`config.mk`:
```
export PLATFORM = sky130hd
export DESIGN_NAME = cla_add64_seq_flat
export DESIGN_NICKNAME = d
export VERILOG_FILES = /design/src/rtl/cla_add64_seq_if.sv /design/src/rtl/cla_add64_seq.sv /design/src/flat_wrapper.sv
export SDC_FILE = /design/constraint.sdc
export NUM_CORES = 1
export LEC_CHECK = 0
export CORE_MARGIN = 2
export CORE_UTILIZATION = 38
export CTS_CLUSTER_DIAMETER = 80
export CTS_CLUSTER_SIZE = 20
export DETAILED_ROUTE_END_ITERATION = 12
export MAX_ROUTING_LAYER = met4
export PLACE_DENSITY = 0.6
export SYNTH_ARGS = -nofsm -noshare
export SYNTH_HDL_FRONTEND = slang
export SYNTH_SLANG_ARGS = --single-unit
```
`constraint.sdc`:
```
create_clock -name CLK -period 4.05 [get_ports CLK]
set_input_delay 0.81 -clock CLK [delete_from_list [all_inputs] [get_ports CLK]]
set_output_delay 0.81 -clock CLK [all_outputs]
set_load 0.01 [all_outputs]
```
`src/rtl/cla_add64_seq_if.sv`:
```
// Operand/result channel for the sequential CLA adder: a valid/ready request
// channel carrying a, b, cin and a valid/ready response channel carrying {cout,sum}.
interface cla_add64_seq_if #(
   parameter int WIDTH = 64
);
   logic             in_valid;
   logic             in_ready;
   logic [WIDTH-1:0] in_a;
   logic [WIDTH-1:0] in_b;
   logic             cin;
   logic             out_valid;
   logic             out_ready;
   logic [WIDTH-1:0] sum;
   logic             cout;

   modport slave (
      input  in_valid, in_a, in_b, cin, out_ready,
      output in_ready, out_valid, sum, cout
   );

   modport master (
      output in_valid, in_a, in_b, cin, out_ready,
      input  in_ready, out_valid, sum, cout
   );
endinterface

```
`src/rtl/cla_add64_seq.sv`:
```
// Handshaked multi-cycle adder: sums one CHUNK_W slice per cycle with 4-bit CLA
// groups, rippling the carry between groups and between slices.
module cla_add64_seq #(
   parameter int WIDTH   = 64,
   parameter int CHUNK_W = 16
) (
   input  logic           CLK,
   input  logic           reset,
   cla_add64_seq_if.slave bus
);
   localparam int N     = WIDTH / CHUNK_W;
   localparam int NG    = CHUNK_W / 4;
   localparam int IDX_W = (N > 1) ? $clog2(N) : 1;

   if ((WIDTH % CHUNK_W) != 0 || (CHUNK_W % 4) != 0 || CHUNK_W < 4 || WIDTH < CHUNK_W) begin : g_bad_params
      $error("cla_add64_seq: WIDTH must be a multiple of CHUNK_W, CHUNK_W a multiple of 4");
   end

   typedef enum logic [1:0] {IDLE, ADD, DONE} state_t;

   state_t             r_state;
   logic [WIDTH-1:0]   r_a;
   logic [WIDTH-1:0]   r_b;
   logic [WIDTH-1:0]   r_sum;
   logic               r_carry;
   logic               r_cout;
   logic               r_in_ready;
   logic               r_out_valid;
   logic [IDX_W-1:0]   r_idx;

   logic [CHUNK_W-1:0] w_sa;
   logic [CHUNK_W-1:0] w_sb;
   logic [CHUNK_W-1:0] w_ss;
   logic [NG:0]        w_gc;
   logic [WIDTH-1:0]   w_sum_next;

   // Operand registers shift down one slice per ADD cycle, so the live slice is always at the bottom.
   assign w_sa    = r_a[CHUNK_W-1:0];
   assign w_sb    = r_b[CHUNK_W-1:0];
   assign w_gc[0] = r_carry;

   for (genvar gi = 0; gi < NG; gi++) begin : g_cla
      logic [3:0] w_g;
      logic [3:0] w_p;
      logic [3:0] w_c;
      assign w_g = w_sa[gi*4 +: 4] & w_sb[gi*4 +: 4];
      assign w_p = w_sa[gi*4 +: 4] ^ w_sb[gi*4 +: 4];
      assign w_c[0] = w_gc[gi];
      assign w_c[1] = w_g[0] | (w_p[0] & w_gc[gi]);
      assign w_c[2] = w_g[1] | (w_p[1] & w_g[0]) | (w_p[1] & w_p[0] & w_gc[gi]);
      assign w_c[3] = w_g[2] | (w_p[2] & w_g[1]) | (w_p[2] & w_p[1] & w_g[0])
                    | (w_p[2] & w_p[1] & w_p[0] & w_gc[gi]);
      assign w_gc[gi+1] = w_g[3] | (w_p[3] & w_g[2]) | (w_p[3] & w_p[2] & w_g[1])
                        | (w_p[3] & w_p[2] & w_p[1] & w_g[0])
                        | (w_p[3] & w_p[2] & w_p[1] & w_p[0] & w_gc[gi]);
      assign w_ss[gi*4 +: 4] = w_p ^ w_c;
   end

   always_comb begin
      w_sum_next = r_sum;
      for (int k = 0; k < N; k++) begin
         if (r_idx == IDX_W'(k)) begin
            w_sum_next[k*CHUNK_W +: CHUNK_W] = w_ss;
         end
      end
   end

   always_ff @(posedge CLK) begin
      if (reset) begin
         r_state     <= IDLE;
         r_a         <= '0;
         r_b         <= '0;
         r_sum       <= '0;
         r_carry     <= 1'b0;
         r_cout      <= 1'b0;
         r_in_ready  <= 1'b1;
         r_out_valid <= 1'b0;
         r_idx       <= '0;
      end else begin
         case (r_state)
            IDLE: begin
               if (bus.in_valid) begin
                  r_a        <= bus.in_a;
                  r_b        <= bus.in_b;
                  r_carry    <= bus.cin;
                  r_idx      <= '0;
                  r_in_ready <= 1'b0;
                  r_state    <= ADD;
               end
            end
            ADD: begin
               r_sum   <= w_sum_next;
               r_a     <= r_a >> CHUNK_W;
               r_b     <= r_b >> CHUNK_W;
               r_carry <= w_gc[NG];
               r_idx   <= r_idx + 1'b1;
               if (r_idx == IDX_W'(N - 1)) begin
                  r_cout      <= w_gc[NG];
                  r_out_valid <= 1'b1;
                  r_state     <= DONE;
               end
            end
            DONE: begin
               if (bus.out_ready) begin
                  r_out_valid <= 1'b0;
                  r_in_ready  <= 1'b1;
                  r_state     <= IDLE;
               end
            end
            default: begin
               r_out_valid <= 1'b0;
               r_in_ready  <= 1'b1;
               r_state     <= IDLE;
            end
         endcase
      end
   end

   assign bus.in_ready  = r_in_ready;
   assign bus.out_valid = r_out_valid;
   assign bus.sum       = r_sum;
   assign bus.cout      = r_cout;
endmodule

```
`src/flat_wrapper.sv`:
```
// flat-port wrapper written by rule: the top's interface ports become plain ports
module cla_add64_seq_flat 
#(
   parameter int WIDTH   = 64,
   parameter int CHUNK_W = 16
)
  (CLK, reset, bus_in_valid, bus_in_a, bus_in_b, bus_cin, bus_out_ready, bus_in_ready, bus_out_valid, bus_sum, bus_cout);
  cla_add64_seq_if #(.WIDTH(WIDTH)) bus_i ();
  input  logic CLK;
  input  logic reset;
  input wire logic [$bits(bus_i.in_valid)-1:0] bus_in_valid;
  input wire logic [$bits(bus_i.in_a)-1:0] bus_in_a;
  input wire logic [$bits(bus_i.in_b)-1:0] bus_in_b;
  input wire logic [$bits(bus_i.cin)-1:0] bus_cin;
  input wire logic [$bits(bus_i.out_ready)-1:0] bus_out_ready;
  output wire logic [$bits(bus_i.in_ready)-1:0] bus_in_ready;
  output wire logic [$bits(bus_i.out_valid)-1:0] bus_out_valid;
  output wire logic [$bits(bus_i.sum)-1:0] bus_sum;
  output wire logic [$bits(bus_i.cout)-1:0] bus_cout;
  assign bus_i.in_valid = bus_in_valid;
  assign bus_i.in_a = bus_in_a;
  assign bus_i.in_b = bus_in_b;
  assign bus_i.cin = bus_cin;
  assign bus_i.out_ready = bus_out_ready;
  assign bus_in_ready = bus_i.in_ready;
  assign bus_out_valid = bus_i.out_valid;
  assign bus_sum = bus_i.sum;
  assign bus_cout = bus_i.cout;
  cla_add64_seq #(.WIDTH(WIDTH), .CHUNK_W(CHUNK_W)) u_core (.CLK(CLK), .reset(reset), .bus(bus_i));
endmodule
```
Word-level counts from Yosys, hierarchy flattened --
Cells that the tools add are included.
Storage, ports and cells: register bits after elaboration 200, output and inout bits 67
Cells by class: reductions and logical operators 11, bitwise operators 118, mux-type cells 18, add/subtract/negate cells 1, eq/ne operators 8
Operator list (number):
- 64-bit one-hot mux with 2 select lines | 2
- 64-bit two-way mux | 2
- 1-bit bitwise AND | 64
- 1-bit OR | 40
- 4-bit bitwise XOR | 8
- 4-bit bitwise AND | 4
- 2-bit AND reduction | 5
- 3-bit AND reduction | 3
- 2-bit two-way mux | 4
- 2-bit == test (second input constant) | 3
- 1-bit one-hot mux with 3 select lines | 2
- 2-bit one-hot mux with 3 select lines | 1
- 1-bit two-way mux | 5
- 2-bit by 1-bit == test with 1-bit output (second input constant) | 2
- 2-bit logical NOT | 2
- 2-bit != test (second input constant) | 2
- 2-bit one-hot mux with 2 select lines | 1
- 2-bit by 1-bit adder with 2-bit output (second input constant) | 1
- 2-bit by 1-bit != test with 1-bit output (second input constant) | 1
- 1-bit inverter | 2
- 1-bit one-hot mux with 2 select lines | 1
- 2-bit nonzero test | 1

Depth between registers and ports, before layout --
Gate-level depths: netlist (run 1).
depth after elaboration 13, mapped depth 10, mapped depth without buffers 10

Worst setup path before layout (run 1) --
No wires, ideal clock.
path kind flip-flop to flip-flop, start point reg u_core.r_b[9], end point reg u_core.r_sum[61], in the netlist u_core.bus.sum[61], arrival time 2.453 ns, cell stages (with the launch flop) 10, period minus slack after synthesis 2.590 ns, path slack 1.460 ns, buffers on the path 1, cell sequence dfxtp_1 ha_1 a21o_1 a21o_1 buf_2 a221oi_4 nand2_1 fa_1 xnor2_1 a211oi_1
On the way: word-level cells in the longest chain between the ends 8, elaborated cells between the ends (all ways) 13, those cells by class bitwise (13)
Ends and longest elaborated chain:
- start: declaration | RTL line cla_add64_seq.sv:23 | logic [WIDTH-1:0] r_b;
- start signal: assignment | RTL line cla_add64_seq.sv:84 | r_b <= bus.in_b;
- start signal: assignment | RTL line cla_add64_seq.sv:94 | r_b <= r_b >> CHUNK_W;
- 4-bit bitwise AND / 4-bit bitwise XOR (equally long branches) | RTL line cla_add64_seq.sv:46, cla_add64_seq.sv:47
- 1-bit bitwise AND (on tied branches) | RTL line cla_add64_seq.sv:53, cla_add64_seq.sv:54, cla_add64_seq.sv:55
- 1-bit OR, or another cell as far along | RTL line cla_add64_seq.sv:53 | assign w_gc[gi+1] = w_g[3] | (w_p[3] & w_g[2]) | (w_p[3] & w_p[2] & w_g[1])
- 1-bit OR / 1-bit bitwise AND (equally long branches) | RTL line cla_add64_seq.sv:54, cla_add64_seq.sv:55
- 1-bit OR (*) | RTL line cla_add64_seq.sv:55 | | (w_p[3] & w_p[2] & w_p[1] & w_p[0] & w_gc[gi]);
- 1-bit bitwise AND (*) | RTL line cla_add64_seq.sv:49 | assign w_c[1] = w_g[0] | (w_p[0] & w_gc[gi]);
- 1-bit OR (*) | RTL line cla_add64_seq.sv:49
- 4-bit bitwise XOR (*) | RTL line cla_add64_seq.sv:56 | assign w_ss[gi*4 +: 4] = w_p ^ w_c;
- end signal: assignment | RTL line cla_add64_seq.sv:92 | r_sum <= w_sum_next;
- end: declaration | RTL line cla_add64_seq.sv:24 | logic [WIDTH-1:0] r_sum;
Mark *: on every way between the ends. The rest lies on a longest branch, timed or not. A chain may end at the register's enable or synchronous reset.

Worst setup path after layout (run 1) --
Ends and elaborated chain as after synthesis.

==> results of run 1 <==
## layer usage
layer / routed length [um] / global-route usage, %
met1: 12800 / 28.3
met4: 451 / 6.06
met2: 12200 / 33.0
met5: 0 / -
met3: 1670 / 5.27
## where the power goes
group	switching, uW	leakage (uW)	internal [uW]
Combinational	442	0.00268	411
Clock	815	0.000266	804
Sequential	82.8	0.00164	2090
Total	1340	0.00459	3310
## sequential cells by signal, summed over array words and instances, names as in the netlist
signal and cells:
u_core.r_idx 2, u_core.bus.sum 64, u_core.r_b 64, u_core.bus.cout 1
u_core.bus.out_valid 1, u_core.r_state 2, u_core.r_carry 1, u_core.bus.in_ready 1
u_core.r_a 64
## layout make-up
| cell class | count | share of cell area (%) |
|---|---|---|
| clock inverter | 13 | 0.932 |
| multi-input combinational | 770 | 40.8 |
| tap | 324 | 3.39 |
| sequential | 200 | 33.6 |
| inverter | 10 | 0.335 |
| clock buffer | 18 | 3.59 |
| timing repair buffer | 210 | 17.3 |
| antenna | 1 | 0.0209 |
## cells by family (layout without fill, tap and decap cells)
family	count (synthesis)	in the layout	share of synthesized area, %
AO/OA/AOI/OAI	336	336	27.8
XOR/XNOR	6	6	0.565
adder cells (fa/ha/maj)	24	24	3.55
multiplexers	1	1	0.108
flip-flops	200	200	43.0
AND/OR/NAND/NOR	403	403	20.3
buffers and inverters	112	251	4.59
other	0	1	0
## per-stage QoR
| step | hold WS [ps] | power, uW | area [um^2] |
|---|---|---|---|
| final | 458 | 4650 | 12000 |
| after global routing | 482 | 4870 | 12000 |
| after CTS | 462 | 4690 | 11900 |
| after detailed placement | 451 | 3080 | 11400 |
| after global placement | 443 | 3070 | 11400 |
| after floorplan | 478 | 2730 | 9300 |
## layout by cell type (no fill, tap or decap), types with 5 or more instances in the layout
cell type          n
a211oi_1          18
a21o_1             6
a21oi_1          132
a22oi_1           33
a31oi_1            5
and2_1             9
and3_1            12
buf_4             13
clkbuf_16         17
clkdlybuf4s50_1  197
dfxtp_1          198
ha_1              20
inv_1              9
inv_6              5
nand2_1           71
nand3_1           29
nor2_1           157
nor2b_1           97
nor3_1            17
o21ai_0            7
o221a_2           97
xnor2_1            5
## critical path, cell delays in order (launching register included)
cell and delay [ps]:
dfxtp_1 320, ha_1 340, a21o_1 290, a21o_1 330, a221oi_4 370, nand2_1 160
fa_1 450, xnor2_1 330, a211oi_1 120
## path summary, 6_finish.rpt
| kind | startpoint | to | slack (ps) | cells past startpoint |
|---|---|---|---|---|
| worst max register to register | u_core.r_b[9] | u_core.bus.sum[61] | 1180 | 8 |
| worst min-delay path | u_core.bus.sum[19] | u_core.bus.sum[19] | 460 | 2 |
| worst min register to register | u_core.bus.sum[19] | u_core.bus.sum[19] | 460 | 2 |
| worst max-delay path | u_core.r_b[9] | u_core.bus.sum[61] | 1180 | 8 |
==> results.json, run 1 <==
{
  "cp-end-kind": "flip-flop",
  "seq_area_um2": 4010,
  "synth_area_leader_cell": "dfxtp_1",
  "critPathRequiredTime_ps": 4330,
  "fin_skew_ps": 11.9,
  "die_w_um": 160,
  "routed-via-count": 8209,
  "synth_top_cell_area_share_pct": 43.0,
  "hp-class": "flip-flop to flip-flop",
  "final_cells": 1546,
  "post_cts_buffers": 0,
  "grt_pass1_wl_mm": 43.2,
  "critical_path_class": "flip-flop to flip-flop",
  "worst_pin_slew_ps": 1070,
  "ys.flop_type": "dfxtp_1",
  "ys_seq_elements": 200,
  "drc_errors": 0,
  "drive_above_1_share_pct": 12.3,
  "cap_violations": 0,
  "grt_usage_pct": 21.5,
  "hold_violations": 0,
  "die_h_um": 160,
  "p_leak_uw": 0.00459,
  "ys_seq_area_share_pct": 43.0,
  "grt-ovfl-total": 0,
  "area_delta_synth_final_pct": 28.5,
  "fill_cells": 2316,
  "first_pass_iters": 5,
  "dp_slack_ps": 1190,
  "crit_fanout": 9,
  "clk_latency_ps": 440,
  "place_hpwl_mm": 18.7,
  "drt-vias-per-instance": 5.31,
  "yosysWarningCount": 0,
  "multiInputGateArea_um2": 4880,
  "cts_root_buffer": "clkbuf_16",
  "syn-num-nets": 1239,
  "initialDrtViolationCount": 589,
  "syn-cell-area_um2": 9300,
  "slew_violations": 0,
  "synth_edf_count": 0,
  "cts.sinks": 200,
  "gp_congestion": 0.827,
  "worstPathArrival_ps": 3150,
  "io_buffers": 199,
  "dp_cells": 1514,
  "cp-start-kind": "flip-flop",
  "ctsResizeCount": 0,
  "antenna_found_initial": 1,
  "rows": 57,
  "avgRoutedWirePerCell_um": 17.6,
  "min_period_ps": 2870,
  "yosys-top-cells-count": "dfxtp_1, nor2_1, a21oi_1, nor2b_1, o221a_2",
  "cts_tree": "done",
  "top_level_ports": 200,
  "min_period_over_period_pct": 70.9,
  "yosysUniqueCellTypes": 47,
  "wl_mm": 27.1,
  "cts.path.max_buffers": 2,
  "fin_ws_ps": 1180,
  "synth.avg_cell_area_um2": 8.60,
  "fin_nets": 1366,
  "first_global_vias": 7789,
  "grt_max_degree": 105,
  "fin_tns_setup_ps": 0,
  "rsz0062_at_grt": "no",
  "cts.clk_slew.worst_paths_ps": 80,
  "synthArstFlopShare_pct": 0,
  "synth_area_leaders": "dfxtp_1, o221a_2, a21oi_1",
  "hold_buffers": 0,
  "outcome": "finished, final reports clean",
  "start_util_pct": 38.5,
  "slew_headroom_pct": 28.7,
  "cts-htree-levels": 4,
  "ant_nets": 0,
  "cts_buffers": 17,
  "fmax_mhz": 348,
  "synth.most_common_cell": "dfxtp_1",
  "syn_inst": 1082,
  "die_area_um2": 25700,
  "finalSetupViolCount": 0,
  "utilization_pct": 49.4,
  "powerDensity_nw_per_um2": 389,
  "ir_worst_vdd_uv": 257,
  "coreArea_um2": 24200
}
Power figures use the tool's default switching activity.
==> run 2: changes to the inputs <==
--- a/config.mk
+++ b/config.mk
@@ -11,7 +11,7 @@
 export CTS_CLUSTER_SIZE = 20
 export DETAILED_ROUTE_END_ITERATION = 12
 export MAX_ROUTING_LAYER = met4
-export PLACE_DENSITY = 0.6
+export PLACE_DENSITY = 0.62
 export SYNTH_ARGS = -nofsm -noshare
 export SYNTH_HDL_FRONTEND = slang
 export SYNTH_SLANG_ARGS = --single-unit
==> constraint.sdc (replaced) <==
create_clock -name CLK -period 2.5 [get_ports CLK]
set_input_delay 0.5 -clock CLK [delete_from_list [all_inputs] [get_ports CLK]]
set_output_delay 0.5 -clock CLK [all_outputs]
set_load 0.01 [all_outputs]
==> run 2 against run 1 <==
  * Sequential share of layout area fell by 0.99 points
  * Global-route usage barely moved
  * Total power rose by 67%
  * Critical endpoint unchanged
  * Register-to-register slack got worse by 1100 ps
  * Maximum frequency rose by 18%
  * Combinational power rose by 72%
  * Worst setup slack got worse by 1100 ps
  * Sequential power rose by 62%
  * Hold slack got worse by 71 ps
  * Highest routed layer unchanged
  * Wire length rose by 0.49%
==> results.json, run 2 (synthesis gave the netlist of run 1 again) <==
{
  "fmax_mhz": 412,
  "rows": 57,
  "io_buffers": 199,
  "crit_family": "compound AO/OA/AOI/OAI gates",
  "place_hpwl_mm": 19.6,
  "initialDrtViolationCount": 492,
  "wl_met2_mm": 12.6,
  "cts-htree-levels": 4,
  "p_leak_uw": 0.00475,
  "die_w_um": 160,
  "met3_length_mm": 1.78,
  "top_level_ports": 200,
  "min_period_over_period_pct": 97.2,
  "cts.sinks": 200,
  "cts.path.max_buffers": 2,
  "grt_usage_pct": 21.5,
  "powerDensity_nw_per_um2": 631,
  "critical_path_class": "flip-flop to flip-flop",
  "crit_fanout": 4,
  "drc_errors": 0,
  "cts.clk_slew.worst_paths_ps": 80,
  "hp-class": "input pin to flip-flop",
  "cp-start-kind": "flip-flop",
  "cp-end-kind": "flip-flop",
  "die_h_um": 160,
  "p_total_uw": 7770,
  "clk_latency_ps": 450,
  "final_cells": 1574,
  "critPathRequiredTime_ps": 2860,
  "slew_violations": 0,
  "slew_headroom_pct": 52.8,
  "cts_root_buffer": "clkbuf_16",
  "hold_buffers": 0,
  "dp_cells": 1539,
  "cts_buffers": 17,
  "finalSetupViolCount": 0,
  "fill_cells": 2346,
  "grt_max_degree": 167,
  "first_pass_iters": 5,
  "highest_layer": "met4",
  "hold_violations": 0,
  "min_period_ps": 2430,
  "start_util_pct": 38.5,
  "cp_cell_sequence": "ha_4 -> and2_4 -> a221oi_2 -> buf_4 -> a2111o_1 -> nand2_2 -> fa_2 -> xnor2_4 -> a211oi_2",
  "avgRoutedWirePerCell_um": 17.3,
  "area_delta_synth_final_pct": 32.5,
  "first_global_vias": 7930,
  "cp.buffers_inverters": 1,
  "layout_common_cells": "clkdlybuf4s50_1, dfxtp_1, nor2_1, a21oi_1",
  "grt_pass1_wl_mm": 43.1,
  "coreArea_um2": 24200,
  "routed-via-count": 8354,
  "cts_tree": "done",
  "wl_met1_mm": 12.5,
  "fin_skew_ps": 13.8,
  "final_common_cell": "clkdlybuf4s50_1",
  "ant_nets": 0,
  "outcome": "finished, final reports clean",
  "worst_pin_slew_ps": 702,
  "gp_congestion": 0.871,
  "antenna_found_initial": 2,
  "die_area_um2": 25700,
  "drt-vias-per-instance": 5.31,
  "worstPathArrival_ps": 2790,
  "fin_nets": 1392,
  "grt-ovfl-total": 0,
  "wl_mm": 27.3,
  "cp_slowest_stage_delay_ps": 440,
  "cpMaxStageDelayCell": "fa_2",
  "utilization_pct": 51.0,
  "cap_violations": 0,
  "drive_above_1_share_pct": 15.5,
  "ir_worst_vdd_uv": 354
}
run 2: per-layer routing:
metal	global-route usage (%)	vias up
li1	-	4219
met1	27.9	3848
met2	33.3	260
met3	5.79	27
met4	5.36	0
met5	-	-
run 2: final cells by class:
cell class | instances | area [um^2] | area share, %
clock buffer | 18 | 429 | 3.48
clock inverter | 14 | 154 | 1.25
inverter | 10 | 38.8 | 0.315
multi-input combinational | 770 | 4970 | 40.4
timing repair buffer | 236 | 2300 | 18.7
sequential | 200 | 4010 | 32.6
antenna | 2 | 5.00 | 0.0406
tap | 324 | 405 | 3.29
run 2: path summary, 6_finish.rpt:
kind	from	end	slack, ps	cells after the start
worst max-delay path	u_core.r_b[2]	u_core.bus.sum[61]	70	9
worst min-delay path	reset	u_core.r_idx[0]	390	2
worst max register to register	u_core.r_b[2]	u_core.bus.sum[61]	70	9
worst min register to register	u_core.bus.sum[1]	u_core.bus.sum[1]	460	2
run 2: timing repair:
item,CTS,global route
setup buffers,0,1
resized for setup,1,15
hold endpoints to repair,0,0
setup endpoints to repair,16,20
pin swaps,0,2
run 2: stage by stage:
step	TNS, ps	worst slack (ps)	hold WS [ps]	cell area [um^2]
finish	0	70.5	387	12300
global route	-83.4	-24.6	396	12300
CTS	0	13.0	380	12200
detailed placement	-156	-35.1	447	11600
global placement	0	10.1	444	11600
floorplan	0	29.5	478	9310
run 2: report_power, final:
part           internal, uW  leakage (uW)  switching (uW)
sequential             3390       0.00165             133
clock                  1430      0.000286            1350
combinational           733       0.00282             742
run 2: worst register-to-register path, stage by stage (launching register included):
cell	delay, ps
dfxtp_1	400
ha_4	240
and2_4	150
a221oi_2	280
buf_4	180
a2111o_1	190
nand2_2	100
fa_2	440
xnor2_4	170
a211oi_2	210
==> run 3: changes to the inputs <==
--- a/config.mk
+++ b/config.mk
@@ -5,7 +5,7 @@
 export SDC_FILE = /design/constraint.sdc
 export NUM_CORES = 1
 export LEC_CHECK = 0
-export CORE_MARGIN = 2
+export CAP_MARGIN = 10
 export CORE_UTILIZATION = 38
 export CTS_CLUSTER_DIAMETER = 80
 export CTS_CLUSTER_SIZE = 20
==> run 3 against run 2 <==
  * Via count fell by 0.96%
  * Critical path depth did not move
  * First-iteration DRC count rose by 12%
  * Wire length rose by 1.1%
  * Critical endpoint is now u_core.bus.sum[24]
  * Sequential cell count did not move
  * Die area fell by 2.5%
  * Register-to-register slack improved by 30 ps
  * Maximum frequency rose by 1.3%
  * Worst setup slack improved by 30 ps
  * Largest power group unchanged
==> results.json, run 3 (synthesis gave the netlist of run 1 again) <==
{
  "dp_slack_ps": 5.46,
  "cpMaxStageDelayCell": "fa_2",
  "reg2reg_from": "u_core.r_a[3]",
  "cap_violations": 0,
  "p_leak_uw": 0.00477,
  "coreArea_um2": 23800,
  "cp_cell_sequence": "ha_4 -> and2_1 -> a221oi_2 -> buf_4 -> a21oi_2 -> o21a_1 -> nor2_2 -> fa_2 -> a211oi_2",
  "startpoint": "u_core.r_a[3]",
  "layout_common_cells": "clkdlybuf4s50_1, dfxtp_1, nor2_1, a21oi_1",
  "cts.sinks": 200,
  "ir_worst_vdd_uv": 461,
  "min_period_ps": 2400,
  "min_period_over_period_pct": 96.0,
  "io_buffers": 199,
  "hold_violations": 0,
  "drc_errors": 0,
  "die_area_um2": 25100,
  "fin_skew_ps": 15.5,
  "grt_max_degree": 123,
  "rows": 56,
  "die_w_um": 158,
  "cp-start-kind": "flip-flop",
  "die_h_um": 158,
  "critical_path_class": "flip-flop to flip-flop",
  "rsz0062_at_grt": "no",
  "antenna_found_initial": 0,
  "gp_congestion": 0.879,
  "outcome": "finished, final reports clean",
  "fin_ws_ps": 101,
  "first_global_vias": 7741,
  "hp-class": "flip-flop to flip-flop",
  "fin_tns_setup_ps": 0,
  "fmax_mhz": 417,
  "wl_mm": 27.6,
  "cp_slowest_stage_delay_ps": 510,
  "slew_headroom_pct": 38.1,
  "cts_buffers": 17,
  "antenna_cells_inserted": 0,
  "ant_nets": 0,
  "reg2reg_depth": 9,
  "hold_buffers": 0,
  "cts.path.max_buffers": 2,
  "initialDrtViolationCount": 549,
  "cts-htree-levels": 4,
  "fin_nets": 1389,
  "place_hpwl_mm": 19.4,
  "slew_violations": 0,
  "start_util_pct": 39.2,
  "top_level_ports": 200,
  "cp-end-kind": "flip-flop",
  "grt-ovfl-total": 0,
  "drt-vias-per-instance": 5.29,
  "cts_root_buffer": "clkbuf_16",
  "area_delta_synth_final_pct": 32.6,
  "clk_latency_ps": 440,
  "rrSetupSlack_ps": 100,
  "avgRoutedWirePerCell_um": 17.6,
  "crit_family": "adder cells",
  "crit_cells": 9,
  "grt_usage_pct": 22.9,
  "crit_fanout": 4,
  "cp.buffers_inverters": 1,
  "rr_endpoint": "u_core.bus.sum[24]",
  "drive_above_1_share_pct": 15.3,
  "finalSetupViolCount": 0,
  "routed-via-count": 8274,
  "worstPathArrival_ps": 2750,
  "critPathRequiredTime_ps": 2850,
  "min_path_cells": 2,
  "worst_pin_slew_ps": 927,
  "setup.worst_path.end": "u_core.bus.sum[24]",
  "first_pass_iters": 8,
  "p_total_uw": 7840,
  "grt_pass1_wl_mm": 43.0,
  "powerDensity_nw_per_um2": 635,
  "cts.clk_slew.worst_paths_ps": 90,
  "cts_tree": "done"
}
run 3: cell count changes in the layout (fill, tap and decap cells not counted), moves of 3 or more:
cell | before | now
xnor2_2 | 0 | 3
a211oi_1 | 17 | 14
inv_8 | 3 | 6
buf_4 | 35 | 31
a211oi_2 | 1 | 4
inv_6 | 7 | 2
clkinv_4 | 0 | 3
run 3: per-stage QoR:
stage                     cell area (um^2)  std cells  utilization, %  hold slack [ps]
final                                12300       1564            51.9              455
after global routing                 12300       1564            51.9              484
after CTS                            12200       1561            51.5              460
after detailed placement             11600       1529            48.9              449
after global placement               11600       1529            48.9              444
after floorplan                       9310       1082               -              478
run 3: power by group:
| part | internal (uW) | switching (uW) |
|---|---|---|
| Sequential | 3390 | 136 |
| Combinational | 729 | 742 |
| Clock | 1440 | 1390 |
run 3: routing by layer:
layer  share of wire, %  vias up  track usage [%]
li1                   -     4211                -
met1                 46     3801             29.3
met2                 46      238             35.8
met3                6.0       24             5.55
met4                1.9        0             6.55
met5                  0        -                -
run 3: area by class of cell:
class	count	area, um^2
Clock inverter	15	179
Tap cell	319	399
Clock buffer	17	425
Fill cell	2228	11400
Multi-Input combinational cell	770	4980
Sequential cell	200	4010
Timing Repair Buffer	233	2300
Inverter	10	38.8
run 3: timing repair:
item	in CTS	in global routing
pin swaps	1	6
setup endpoints to repair	1	21
setup buffers	0	3
gates resized for setup	1	13
run 3: tightest hold or removal path, cell delays in order (launching register included):
cell and delay (ps):
dfxtp_1 320, nand2_1 50, a21oi_1 50
run 3: worst min-delay path by stage:
stage	start	to	slack, ps
5_1_grt	u_core.bus.sum[36]	u_core.bus.sum[36]	480
3_5_place_dp	u_core.bus.sum[1]	u_core.bus.sum[1]	450
2_1_floorplan	u_core.r_a[48]	u_core.r_a[48]	480
3_3_place_gp	u_core.bus.sum[17]	u_core.bus.sum[17]	440
6_report	u_core.bus.sum[17]	u_core.bus.sum[17]	460
4_1_cts	u_core.bus.sum[22]	u_core.bus.sum[22]	460
